$ cat src/rtl/bf_radix2_pipe.sv
// Three-stage pipelined radix-2 FFT butterfly (DIF or DIT selected by MODE) with per-sample
// /2 scaling, output saturation, sticky overflow and valid/ready flow control under a global stall.
module bf_radix2_pipe #(
    parameter int DATA_W  = 16,
    parameter int FRAC_W  = 8,
    parameter int TW_W    = 16,
    parameter int TW_FRAC = 8,
    parameter int MODE    = 0
) (
    input  logic              clk,
    input  logic              rst,
    input  logic              in_valid,
    output logic              in_ready,
    input  logic              scale,
    input  logic [DATA_W-1:0] a_re,
    input  logic [DATA_W-1:0] a_im,
    input  logic [DATA_W-1:0] b_re,
    input  logic [DATA_W-1:0] b_im,
    input  logic [TW_W-1:0]   w_re,
    input  logic [TW_W-1:0]   w_im,
    output logic              out_valid,
    input  logic              out_ready,
    output logic [DATA_W-1:0] y0_re,
    output logic [DATA_W-1:0] y0_im,
    output logic [DATA_W-1:0] y1_re,
    output logic [DATA_W-1:0] y1_im,
    output logic              ovf
);
    localparam int EW = DATA_W + 1;
    localparam int PW = EW + TW_W + 1;
    localparam logic signed [PW-1:0] RHALF = PW'(2 ** (TW_FRAC - 1));
    localparam logic signed [PW-1:0] DMAX  = PW'(2 ** (DATA_W - 1) - 1);
    localparam logic signed [PW-1:0] EMAX  = PW'(2 ** DATA_W - 1);

    if (FRAC_W < 0 || FRAC_W >= DATA_W || TW_FRAC < 1 || TW_FRAC >= TW_W ||
        MODE < 0 || MODE > 1) begin : g_param_check
        $error("bf_radix2_pipe: unsupported parameter set");
    end

    function automatic logic signed [PW-1:0] round_tw(input logic signed [PW-1:0] p);
        return (p + RHALF) >>> TW_FRAC;
    endfunction

    function automatic logic signed [PW-1:0] clamp(input logic signed [PW-1:0] x,
                                                   input logic signed [PW-1:0] hi,
                                                   output logic hit);
        hit = 1'b1;
        if (x > hi) return hi;
        if (x < -hi - PW'(1)) return -hi - PW'(1);
        hit = 1'b0;
        return x;
    endfunction

    function automatic logic signed [PW-1:0] halve(input logic signed [PW-1:0] x,
                                                   input logic en);
        return en ? (x + PW'(1)) >>> 1 : x;
    endfunction

    function automatic logic [DATA_W-1:0] sat_out(input logic signed [PW-1:0] x,
                                                  output logic hit);
        hit = 1'b1;
        if (x > DMAX) return DMAX[DATA_W-1:0];
        if (x < -DMAX - PW'(1)) return ~DMAX[DATA_W-1:0];
        hit = 1'b0;
        return x[DATA_W-1:0];
    endfunction

    logic adv;
    logic take;
    logic v1, v2;
    logic sc1, sc2;
    logic signed [PW-1:0] q0_re, q0_im, q1_re, q1_im;
    logic q_clip;

    // Global stall: every stage holds whenever the output register is full and not taken.
    assign adv      = !out_valid || out_ready;
    assign in_ready = adv && !rst;
    assign take     = in_valid && in_ready;

    always_ff @(posedge clk) begin
        if (rst) begin
            v1  <= 1'b0;
            v2  <= 1'b0;
            sc1 <= 1'b0;
            sc2 <= 1'b0;
        end else if (adv) begin
            v1  <= take;
            v2  <= v1;
            sc1 <= scale;
            sc2 <= sc1;
        end
    end

    if (MODE == 0) begin : g_dif
        logic signed [EW-1:0]   s1_re, s1_im, d1_re, d1_im;
        logic signed [EW-1:0]   s2_re, s2_im;
        logic signed [TW_W-1:0] w1_re, w1_im;
        logic signed [PW-1:0]   m2_re, m2_im;

        always_ff @(posedge clk) begin
            if (adv) begin
                s1_re <= EW'($signed(a_re)) + EW'($signed(b_re));
                s1_im <= EW'($signed(a_im)) + EW'($signed(b_im));
                d1_re <= EW'($signed(a_re)) - EW'($signed(b_re));
                d1_im <= EW'($signed(a_im)) - EW'($signed(b_im));
                w1_re <= $signed(w_re);
                w1_im <= $signed(w_im);
                s2_re <= s1_re;
                s2_im <= s1_im;
                m2_re <= PW'(d1_re) * PW'(w1_re) - PW'(d1_im) * PW'(w1_im);
                m2_im <= PW'(d1_re) * PW'(w1_im) + PW'(d1_im) * PW'(w1_re);
            end
        end

        assign q0_re  = PW'(s2_re);
        assign q0_im  = PW'(s2_im);
        assign q1_re  = round_tw(m2_re);
        assign q1_im  = round_tw(m2_im);
        assign q_clip = 1'b0;
    end else begin : g_dit
        logic signed [DATA_W-1:0] a1_re, a1_im;
        logic signed [PW-1:0]     p1_re, p1_im;
        logic signed [PW-1:0]     bw_re, bw_im;
        logic signed [PW-1:0]     s2_re, s2_im, d2_re, d2_im;
        logic                     hit_re, hit_im;
        logic                     c2;

        // B*W is brought back to DATA_W+1 bits before the add/sub; a clip here is also an overflow.
        always_comb begin
            bw_re = clamp(round_tw(p1_re), EMAX, hit_re);
            bw_im = clamp(round_tw(p1_im), EMAX, hit_im);
        end

        always_ff @(posedge clk) begin
            if (adv) begin
                a1_re <= $signed(a_re);
                a1_im <= $signed(a_im);
                p1_re <= PW'($signed(b_re)) * PW'($signed(w_re)) -
                         PW'($signed(b_im)) * PW'($signed(w_im));
                p1_im <= PW'($signed(b_re)) * PW'($signed(w_im)) +
                         PW'($signed(b_im)) * PW'($signed(w_re));
                s2_re <= PW'(a1_re) + bw_re;
                s2_im <= PW'(a1_im) + bw_im;
                d2_re <= PW'(a1_re) - bw_re;
                d2_im <= PW'(a1_im) - bw_im;
                c2    <= hit_re || hit_im;
            end
        end

        assign q0_re  = s2_re;
        assign q0_im  = s2_im;
        assign q1_re  = d2_re;
        assign q1_im  = d2_im;
        assign q_clip = c2;
    end

    logic [DATA_W-1:0] f0_re, f0_im, f1_re, f1_im;
    logic h0_re, h0_im, h1_re, h1_im;

    always_comb begin
        f0_re = sat_out(halve(q0_re, sc2), h0_re);
        f0_im = sat_out(halve(q0_im, sc2), h0_im);
        f1_re = sat_out(halve(q1_re, sc2), h1_re);
        f1_im = sat_out(halve(q1_im, sc2), h1_im);
    end

    always_ff @(posedge clk) begin
        if (rst) begin
            out_valid <= 1'b0;
            ovf       <= 1'b0;
            y0_re     <= '0;
            y0_im     <= '0;
            y1_re     <= '0;
            y1_im     <= '0;
        end else if (adv) begin
            out_valid <= v2;
            if (v2) begin
                y0_re <= f0_re;
                y0_im <= f0_im;
                y1_re <= f1_re;
                y1_im <= f1_im;
                ovf   <= ovf || q_clip || h0_re || h0_im || h1_re || h1_im;
            end
        end
    end
endmodule
$ cat config.mk
export PLATFORM = sky130hd
export DESIGN_NAME = bf_radix2_pipe
export DESIGN_NICKNAME = d
export VERILOG_FILES = /design/src/rtl/bf_radix2_pipe.sv
export SDC_FILE = /design/constraint.sdc
export NUM_CORES = 2
export LEC_CHECK = 0
export CORE_AREA = 2 2 327 329
export CTS_CLUSTER_DIAMETER = 50
export CTS_CLUSTER_SIZE = 10
export DETAILED_ROUTE_END_ITERATION = 8
export DIE_AREA = 0 0 329 331
export PLACE_DENSITY = 0.8
export SLEW_MARGIN = 0
export SYNTH_ARGS = -nofsm -noshare
export SYNTH_HDL_FRONTEND = slang
export SYNTH_SLANG_ARGS = --single-unit
$ cat constraint.sdc
create_clock -name clk -period 7.8 [get_ports clk]
set_clock_uncertainty 0.15 [all_clocks]
set_input_delay 1.95 -clock clk [delete_from_list [all_inputs] [get_ports clk]]
set_output_delay 1.95 -clock clk [all_outputs]
set_load 0.02 [all_outputs]
==> summary.txt <==
Status
  – Outcome: finished, final reports clean

Clock tree
  – H-Tree Depth: 2
  – Clock buffer depth: 3
  – Clk_lat worst skew: 650 ps
  – CTS Root Cell: clkbuf_16
  – CTS tree: built
  – CTS sink cnt: roughly 260
  – Clock transition at path regs: approximately 50 ps
  – Total CTS buffers: 50

Finish
  – Final Non-Filler Cells: about 8,000
  – Post-route cell area: around 66,000 um2
  – Antenna diode count: 0
  – Nets@finish: 8,128
  – Share of layout cells above drive strength 1: 9.67%
  – Area Overhead vs Synth: 14.0%
  – Layout fillers: 8,046

Floorplanning
  – Core ar.: ~100,000 um2
  – Chip width: roughly 330 um
  – Die Area: about 110,000 um2
  – Boundary Pins: 168
  – Starting Density: a little over half
  – FP Rows: about 120
  – Die H: around 330 um

Global route
  – Congestion Overflow GR: 0
  – Largest net degree at the start of global routing: approximately 130
  – Total track usage: between 20 and 30%
  – Initial antenna violation count: 7
  – First-pass GRT wire length: 247,000 um
  – Vias in the first global route: ~47,000

Yosys
  – Post-synthesis mux area share: less than 1%
  – Count leader, synth: inv_1
  – Main combinational cell family by area after synthesis: adder cells
  – Synth Area in Compound Gates: a little over 6%
  – Synth top area share: 43.0%
  – EDFF count, synth: around 190
  – Yosys warns: 0
  – Syn Area/Cell: about 9.4 um2
  – Part of the Yosys area used for sequential elements: between 10 and 15%
  – Post-synth top cells: inv_1, fa_1, nand2_1
  – Async set or reset register ratio after synthesis: 0%
  – Post-Syn Area: approximately 57,000 um2
  – Simple-gate share of the synthesized area: 15.6%
  – Post-synthesis adder-cell area fraction: 51.3%
  – Post-Synth XOR/XNOR Area: 2.91%
  – Top FF cell, synth: edfxtp_1
  – Synthesized instance count: just over 6,000
  – Syn_nets: between 7,000 and 8,000
  – Top post-synthesis cells by area: fa_1, edfxtp_1, inv_1
  – Netlist cell types: 100
  – Seq cells post-synth: 256
  – Cell taking the most area after synthesis: fa_1

Timing
  – Min Tclk post-route: ~7700 ps
  – RSZ-0062 raised after global routing: yes
  – Slew HR: 30.6%
  – Slew Viols, Final: 0
  – FMAX: between 100 and 150 MHz
  – Worst setup margin: approximately 60 ps
  – Setup Viol. Count Final: 0
  – Hold Slack: 266 ps
  – Actual slew at the worst max-slew pin: between 1000 and 1500 ps
  – Final worst-path cycle share: slightly below 100%
  – Endpoints failing hold: 0

Placed design
  – Setup WS pre-CTS: -302 ps
  – Dpl cells: 7,693
  – Post-DP HPWL: about 130,000 um
  – I/O Buffers: 167
  – Post-DP Area: roughly 63,000 um2
  – GPL Wtd Cong: roughly 0.94

Critical path
  – Critical path startpoint category: flip-flop
  – Worst path slowest cell: fa_1
  – CP endpoint kind: flip-flop
  – CP required: about 8000 ps
  – Most frequent CP cell: fa_1
  – Reg2Reg Setup Slack: around 60 ps
  – Crit path max fanout: 6
  – Crit Path Class: reg -> reg
  – Crit path DAT: ~8000 ps
  – R2R cell count: 28
  – CP max stage delay: 570 ps

Route
  – Via count: approximately 43,000
  – Antenna-violating nets left: 0
  – Drt total wl: 156,000 um
  – Vias per cell: ~5.5
  – First DRT Iteration DRCs: 3,473
  – DRC: 0
  – First-pass detailed-route iteration total: 6
  – DR WL/cell: approximately 20 um

Worst hold path
  – Cell count of the worst hold path: 0
  – Min-delay worst type: reg -> reg

Flow run
  – MaxCap Viol Count: 0
## stage by stage
stage	utilization, %	setup TNS [ps]
floorplan	-	0
global placement	59.7	-250
detailed placement	59.7	-1030
CTS	61.5	-21.0
global route	62.4	-918
finish	62.4	0
## path summary, 6_finish.rpt
| kind | startpoint | end |
|---|---|---|
| worst min register to register | g_dif.s1_re[14] | g_dif.s2_re[14] |
| worst max-delay path | g_dif.d1_im[16] | g_dif.m2_re[32] |
| worst max register to register | g_dif.d1_im[16] | g_dif.m2_re[32] |
| worst min-delay path | g_dif.s1_re[14] | g_dif.s2_re[14] |
## final cells by class
cell class / count / area [um2] / area share [%]
tap: 1391 / 1740 / 2.66
multi-input combinational: 4124 / 44400 / 67.8
timing repair buffer: 541 / 5250 / 8.01
sequential: 256 / 6990 / 10.7
inverter: 1440 / 5420 / 8.27
clock inverter: 28 / 317 / 0.483
clock buffer: 65 / 1370 / 2.09
## metal layers
layer  global-route usage, %  wire (um)  vias up
li1                        -          -    19082
met2                    48.8      75300     2016
met3                    4.96      14200      429
met1                    37.2      58000    21862
met5                       0         23        -
met4                    13.8       8520        4
## placed cells by master (no fill, tap or decap), drive strengths merged, types with 70 or more instances in the layout
master         synthesis  final
xnor2                143    143
and2                 535    535
inv                 1438   1447
buf                   38    370
a21oi                135    135
ha                   378    378
fa                  1236   1236
nor2                 251    251
clkdlybuf4s50          0    166
o21ai                 96     96
edfxtp               186    186
nand2                641    641
clkbuf               258     70
dfxtp                 70     70
## cell families after synthesis
group,count (synthesis)
DFF,256
and+or+nand+nor,1780
AOI/OAI and AO/OA,517
buffers and inverters,1736
muxes,22
xor gates and xnor gates,191
adders and majority gates,1614
## worst max-delay path: cells and delay by family (launching register included)
kind / cells / cell delay, ps
AO/OA/AOI/OAI: 7 / 1410
AND/OR/NAND/NOR: 3 / 320
flip-flops: 1 / 410
adder cells (fa/ha/maj): 9 / 4320
buffers and inverters: 9 / 840
## state kept, by name, indices dropped and copies added, names as in the netlist, 17 cells and up
signal / count
g_dif.m2_im: 27
g_dif.m2_re: 27
g_dif.s1_im: 17
g_dif.s1_re: 17
g_dif.s2_im: 17
g_dif.s2_re: 17
## timing repair
| item | 4_1_cts | 5_1_grt |
|---|---|---|
| gates cloned | 0 | 5 |
| pin swaps | 12 | 116 |
| setup buffers | 15 | 41 |
| endpoints found under the setup margin | 11 | 22 |
| hold buffers | 0 | 0 |
| resized for setup | 33 | 121 |
Power is left out: the tool's default activity adds up to more than one toggle a clock period on the data nets, which glitch-free logic cannot reach.
